## src/rtl/ble_link_deframer.sv

```systemverilog
// BLE receive bit-level front end: access-address correlation, dewhitening, LSB-first byte
// assembly with section tags, and CRC-24 verification of the PDU.
module ble_link_deframer #(
  parameter logic [31:0] ACCESS_ADDR = 32'h8E89BED6,
  parameter int unsigned AA_ERR_TOL  = 0,
  parameter logic [23:0] CRC_INIT    = 24'h555555,
  parameter int unsigned MAX_LEN     = 37
) (
  input  logic       clk,
  input  logic       rst,
  input  logic       bit_in,
  input  logic       bit_valid,
  input  logic [5:0] channel_idx,
  input  logic       whiten_en,
  input  logic       abort,
  output logic [7:0] data_out,
  output logic       data_valid,
  output logic [7:0] packet_state,
  output logic       pkt_start,
  output logic       pkt_done,
  output logic       crc_ok,
  output logic       len_error
);

  typedef enum logic [1:0] {StSearch, StHeader, StPayload, StCrc} state_e;

  state_e      state_q, state_d;
  logic [31:0] sr_q, sr_d;
  logic [23:0] c_q, c_d;
  logic [6:0]  w_q, w_d;
  logic [7:0]  byte_sr_q, byte_sr_d;
  logic [2:0]  bit_cnt_q, bit_cnt_d;
  logic [7:0]  byte_cnt_q, byte_cnt_d;
  logic [7:0]  len_q, len_d;
  logic        crc_err_q, crc_err_d;
  logic [7:0]  data_out_q, data_out_d;
  logic        data_valid_q, data_valid_d;
  logic [7:0]  packet_state_q, packet_state_d;
  logic        pkt_start_q, pkt_start_d;
  logic        pkt_done_q, pkt_done_d;
  logic        crc_ok_q, crc_ok_d;
  logic        len_error_q, len_error_d;

  logic [31:0] sr_next, aa_diff;
  logic [5:0]  aa_mism;
  logic        aa_match;
  logic        wb, d, fb, crc_bit_bad, byte_end;
  logic [6:0]  w_next;
  logic [23:0] c_next;
  logic [7:0]  byte_next;

  always_comb begin
    sr_next = {bit_in, sr_q[31:1]};
    aa_diff = sr_next ^ ACCESS_ADDR;
    aa_mism = '0;
    for (int i = 0; i < 32; i++) begin
      aa_mism = aa_mism + {5'd0, aa_diff[i]};
    end
    aa_match = (32'(aa_mism) <= AA_ERR_TOL);
  end

  always_comb begin
    wb          = w_q[6];
    d           = bit_in ^ (wb & whiten_en);
    w_next      = {w_q[5:4], w_q[3] ^ wb, w_q[2:0], wb};
    fb          = c_q[23] ^ d;
    c_next      = {c_q[22:0], 1'b0} ^ (fb ? 24'h00065B : 24'h000000);
    crc_bit_bad = (d != c_q[23]);
    byte_next   = {d, byte_sr_q[7:1]};
    byte_end    = (bit_cnt_q == 3'd7);
  end

  always_comb begin
    state_d        = state_q;
    sr_d           = sr_q;
    c_d            = c_q;
    w_d            = w_q;
    byte_sr_d      = byte_sr_q;
    bit_cnt_d      = bit_cnt_q;
    byte_cnt_d     = byte_cnt_q;
    len_d          = len_q;
    crc_err_d      = crc_err_q;
    data_out_d     = data_out_q;
    data_valid_d   = 1'b0;
    packet_state_d = packet_state_q;
    pkt_start_d    = 1'b0;
    pkt_done_d     = 1'b0;
    crc_ok_d       = crc_ok_q;
    len_error_d    = 1'b0;

    // Idle tag: this also drops the tag one cycle after the strobe that ended a packet.
    if (state_q == StSearch) packet_state_d = 8'h00;

    if (abort) begin
      state_d        = StSearch;
      sr_d           = '0;
      packet_state_d = 8'h00;
    end else if (bit_valid) begin
      unique case (state_q)
        StSearch: begin
          sr_d = sr_next;
          if (aa_match) begin
            state_d     = StHeader;
            pkt_start_d = 1'b1;
            crc_ok_d    = 1'b0;
            crc_err_d   = 1'b0;
            bit_cnt_d   = '0;
            byte_cnt_d  = '0;
            c_d         = CRC_INIT;
            w_d         = {channel_idx[0], channel_idx[1], channel_idx[2], channel_idx[3],
                           channel_idx[4], channel_idx[5], 1'b1};
          end
        end
        StHeader, StPayload, StCrc: begin
          w_d       = w_next;
          byte_sr_d = byte_next;
          bit_cnt_d = bit_cnt_q + 3'd1;
          // The CRC register is consumed MSB-first while the received CRC is checked.
          if (state_q == StCrc) begin
            c_d = {c_q[22:0], 1'b0};
            if (crc_bit_bad) crc_err_d = 1'b1;
          end else begin
            c_d = c_next;
          end
          if (byte_end) begin
            data_out_d   = byte_next;
            data_valid_d = 1'b1;
            byte_cnt_d   = byte_cnt_q + 8'd1;
            unique case (state_q)
              StHeader: begin
                packet_state_d = 8'h01;
                if (byte_cnt_q == 8'd1) begin
                  byte_cnt_d = '0;
                  len_d      = byte_next;
                  if (32'(byte_next) > MAX_LEN) begin
                    len_error_d = 1'b1;
                    state_d     = StSearch;
                    sr_d        = '0;
                  end else if (byte_next == 8'd0) begin
                    state_d = StCrc;
                  end else begin
                    state_d = StPayload;
                  end
                end
              end
              StPayload: begin
                packet_state_d = 8'h02;
                if (byte_cnt_q == len_q - 8'd1) begin
                  byte_cnt_d = '0;
                  state_d    = StCrc;
                end
              end
              StCrc: begin
                packet_state_d = 8'h03;
                if (byte_cnt_q == 8'd2) begin
                  pkt_done_d = 1'b1;
                  crc_ok_d   = ~(crc_err_q | crc_bit_bad);
                  state_d    = StSearch;
                  sr_d       = '0;
                end
              end
              default: ;
            endcase
          end
        end
        default: ;
      endcase
    end
  end

  always_ff @(posedge clk or posedge rst) begin
    if (rst) begin
      state_q        <= StSearch;
      sr_q           <= '0;
      c_q            <= '0;
      w_q            <= '0;
      byte_sr_q      <= '0;
      bit_cnt_q      <= '0;
      byte_cnt_q     <= '0;
      len_q          <= '0;
      crc_err_q      <= 1'b0;
      data_out_q     <= '0;
      data_valid_q   <= 1'b0;
      packet_state_q <= '0;
      pkt_start_q    <= 1'b0;
      pkt_done_q     <= 1'b0;
      crc_ok_q       <= 1'b0;
      len_error_q    <= 1'b0;
    end else begin
      state_q        <= state_d;
      sr_q           <= sr_d;
      c_q            <= c_d;
      w_q            <= w_d;
      byte_sr_q      <= byte_sr_d;
      bit_cnt_q      <= bit_cnt_d;
      byte_cnt_q     <= byte_cnt_d;
      len_q          <= len_d;
      crc_err_q      <= crc_err_d;
      data_out_q     <= data_out_d;
      data_valid_q   <= data_valid_d;
      packet_state_q <= packet_state_d;
      pkt_start_q    <= pkt_start_d;
      pkt_done_q     <= pkt_done_d;
      crc_ok_q       <= crc_ok_d;
      len_error_q    <= len_error_d;
    end
  end

  assign data_out     = data_out_q;
  assign data_valid   = data_valid_q;
  assign packet_state = packet_state_q;
  assign pkt_start    = pkt_start_q;
  assign pkt_done     = pkt_done_q;
  assign crc_ok       = crc_ok_q;
  assign len_error    = len_error_q;

endmodule

```

## config.mk

```make
export PLATFORM = sky130hd
export DESIGN_NAME = ble_link_deframer
export DESIGN_NICKNAME = d
export VERILOG_FILES = /design/src/rtl/ble_link_deframer.sv
export SDC_FILE = /design/constraint.sdc
export NUM_CORES = 1
export LEC_CHECK = 0
export ABC_CLOCK_PERIOD_IN_PS = 11990
export CAP_MARGIN = 40
export CORE_MARGIN = 8
export CORE_UTILIZATION = 30
export CTS_CLUSTER_SIZE = 40
export DETAILED_ROUTE_END_ITERATION = 7
export DONT_BUFFER_PORTS = 1
export PLACE_DENSITY = 0.55
export REMOVE_ABC_BUFFERS = 1
export SETUP_SLACK_MARGIN = 0.15
export SYNTH_ARGS = -nofsm -noshare
export SYNTH_HDL_FRONTEND = slang
export SYNTH_SLANG_ARGS = --single-unit
export TNS_END_PERCENT = 50
```

## constraint.sdc

```tcl
create_clock -name clk -period 11.99 [get_ports clk]
set_clock_uncertainty 0.1 [all_clocks]
set_input_delay 0.5995 -clock clk [delete_from_list [all_inputs] [get_ports clk]]
set_output_delay 0.5995 -clock clk [all_outputs]
set_load 0.01 [all_outputs]
```

==> flow_metrics.tcl <==
set metrics [dict create \
    status "finished clean" \
    first_global_vias 3949 \
    yosys_warnings 0 \
    place_ws_ns 5.858 \
    clk_latency_ns 0.35 \
    wire_per_inst_um 14.78 \
    fp.dieW_um 155.7 \
    irDropWorstVdd_mv 0.08789 \
    tritoncts "done" \
    period_needed_ns 6.098 \
    tns_ns 0 \
    pin_count 33 \
    cts_setup_buffers 0 \
    relSlewSlack 0.4345 \
    layout_common_cells "dfrtp_1 (112), inv_1 (70), o21ai_0 (47), nand2_1 (42), nand3_1 (37)" \
    hold_path_class "input pin to asynchronous set/reset pin" \
    tightest_slew_ns 0.8482 \
    yosysSeqAreaShare 0.4785 \
    cts.sinks 112 \
    crit_required_ns 12.12 \
    r2r_slack_ns 5.89 \
    whs_ns 0.1093 \
    power_density_mw_per_mm2 170.3 \
    grt-ovfl-total 0 \
    ctsResizeCount 0 \
    critPathCaptureType "flop" \
    antenna_found_initial 0 \
    grt_usage 0.1064 \
    initial_utilization 0.3029 \
    vias_per_cell 4.770 \
    htree_levels 3 \
    worstSetupStartpointType "flop" \
    mostFrequentLayoutCell "dfrtp_1" \
    cp_data_arrival_time_ns 6.23 \
    maxCapViolations 0 \
    ys_top_cells_by_area "dfrtp_1 (48%), fa_1 (8.2%), inv_1 (4.6%), o21ai_0 (4.0%), ha_1 (3.8%)" \
    maxSlewViolCount 0 \
    cts.path.max_buffers 2 \
    dr_total_vias 3907 \
    final_nets 604 \
    report.final.setup_viol 0 \
    die_area_mm2 0.02425 \
    rsz0062_at_grt "no" \
    holdBufCountCts 0 \
    antennaDiodeCount 0 \
    syn_to_final_growth_pct 8.887 \
    grt_max_degree 63 \
    drt-pass1-iter-count 4 \
    die_h_um 155.7 \
    post-route-period-util 0.5086 \
    synth_top_area_frac 0.4785 \
    synth_seq_cells 112 \
    place_congestion 0.8091 \
    antenna_left 0 \
    drc 0 \
    core-area_mm2 0.01933 \
    grt_pass1_wl_um 20530 \
    critical_path_class "flop to flop" \
    synth-async-reset-ratio 1.000 \
    numPortBuffers 0 \
    dpl.hpwl_um 8540 \
    clockRootBuffer "clkbuf_16" \
    syn_inst 566 \
    synth_edf_count 0 \
    yosysTopAreaCell "dfrtp_1" \
    leakage_nw 2.945 \
    syn_area_per_cell_um2 10.35 \
    yosysUniqueCellTypes 57 \
    numCtsBuffers 9 \
    rows 51 \
    netlist_area_mm2 0.005857 \
    synth_flop_cell "dfrtp_1" \
    r2r-end "c_q[7]$_DFFE_PP0P_" \
    layout-drive-gt1-share 0.07581 \
    crit_fanout 26 \
    first_iter_violations 332 \
    fmax_mhz 164.0 \
    hold_viol 0 \
    setup_ws_ns 5.892 \
    r2r-start "sr_q[1]$_DFFE_PP0P_" \
    r2r_cells 17 \
    clk_transition_reported_paths_ns 0.07 \
    routed_wl_um 12110 \
]
worst max path at each step:
stage / endpoint / start / cells after the start / slack (ns)
2_1_floorplan: bit_cnt_q[1]$_DFFE_PP0P_ / sr_q[1]$_DFFE_PP0P_ / 17 / 6.35
3_3_place_gp: c_q[11]$_DFFE_PP0P_ / sr_q[1]$_DFFE_PP0P_ / 17 / 5.94
3_5_place_dp: c_q[13]$_DFFE_PP0P_ / sr_q[1]$_DFFE_PP0P_ / 17 / 5.86
4_1_cts: c_q[15]$_DFFE_PP0P_ / sr_q[1]$_DFFE_PP0P_ / 17 / 5.84
5_1_grt: c_q[7]$_DFFE_PP0P_ / sr_q[1]$_DFFE_PP0P_ / 17 / 5.48
6_report: c_q[7]$_DFFE_PP0P_ / sr_q[1]$_DFFE_PP0P_ / 17 / 5.89
cell families (layout without fill, tap and decap cells):
family | after synthesis | in the layout | synth area share
xor+xnor | 20 | 20 | 0.02991
simple gates | 151 | 151 | 0.1275
compound gates | 119 | 119 | 0.1380
buf+inv | 102 | 90 | 0.06815
fa+ha+maj | 42 | 42 | 0.1205
flops | 112 | 112 | 0.4785
mux | 20 | 20 | 0.03739
routing by layer:
layer / track usage / up-vias / routed length (um)
met3: 0.02244 / 11 / 527
met1: 0.1409 / 1945 / 5950
li1: - / 1885 / -
met4: 0.05176 / 0 / 223
met5: 0 / - / 0
met2: 0.1624 / 66 / 5406
worst max-delay path, cell delays in order, from the launching register on:
cell and delay (ns):
dfrtp_1 0.41, fa_1 0.54, inv_1 0.05, fa_1 0.47, fa_1 0.51, inv_1 0.05
fa_1 0.47, fa_1 0.51, inv_1 0.05, fa_1 0.48, inv_1 0.04, ha_1 0.19
fa_1 0.44, nor4_1 0.26, nand2_1 0.12, o21ai_1 0.30, nand2_1 0.55, a22o_1 0.43
sequential cells by signal, summed over array words and instances, names as in the netlist:
signal and flops:
pkt_start 1, c_q 24, w_q 7, bit_cnt_q 3, data_out 8, packet_state 8
byte_sr_q 7, byte_cnt_q 8, len_error 1, sr_q 31, pkt_done 1, crc_err_q 1
data_valid 1, crc_ok 1, len_q 8, state_q 2
synth_stat cells (7+ instances only):
| cell type | n |
|---|---|
| fa_1 | 24 |
| xnor2_1 | 12 |
| o21ai_0 | 47 |
| a22o_1 | 11 |
| buf_2 | 7 |
| and2_1 | 9 |
| nand2_1 | 42 |
| nor3_1 | 9 |
| xor2_1 | 8 |
| ha_1 | 18 |
| o22a_1 | 10 |
| and3_1 | 7 |
| mux2_2 | 15 |
| dfrtp_1 | 112 |
| clkbuf_1 | 21 |
| a21oi_1 | 11 |
| inv_1 | 71 |
| nand3_1 | 37 |
| nor2_1 | 23 |
where the power goes:
group          internal (W)  leakage [nW]  switching [W]
clock              0.000162         0.143       0.000138
combinational      0.000127          1.29       0.000178
sequential         0.000437          1.51      0.0000436
total              0.000726          2.94       0.000360
area by class of cell:
| cell class | count | area, um^2 |
|---|---|---|
| fill | 1956 | 12960 |
| sequential | 112 | 2803 |
| multi-input combinational | 352 | 2658 |
| tap | 265 | 331.6 |
| inverter | 71 | 269.0 |
| clock buffer | 10 | 229.0 |
| clock inverter | 5 | 57.56 |
| timing repair buffer | 4 | 30.03 |
stage by stage:
stage,power (W),cells,area [um^2],utilization
3_5_place_dp,0.0007964,804,6091,0.3150
6_report,0.001086,819,6377,0.3298
3_3_place_gp,0.0007820,804,6091,0.3150
5_1_grt,0.001169,819,6377,0.3298
2_1_floorplan,0.0007158,535,5724,-
4_1_cts,0.001104,819,6377,0.3298
(Power assumes the default switching activity.)
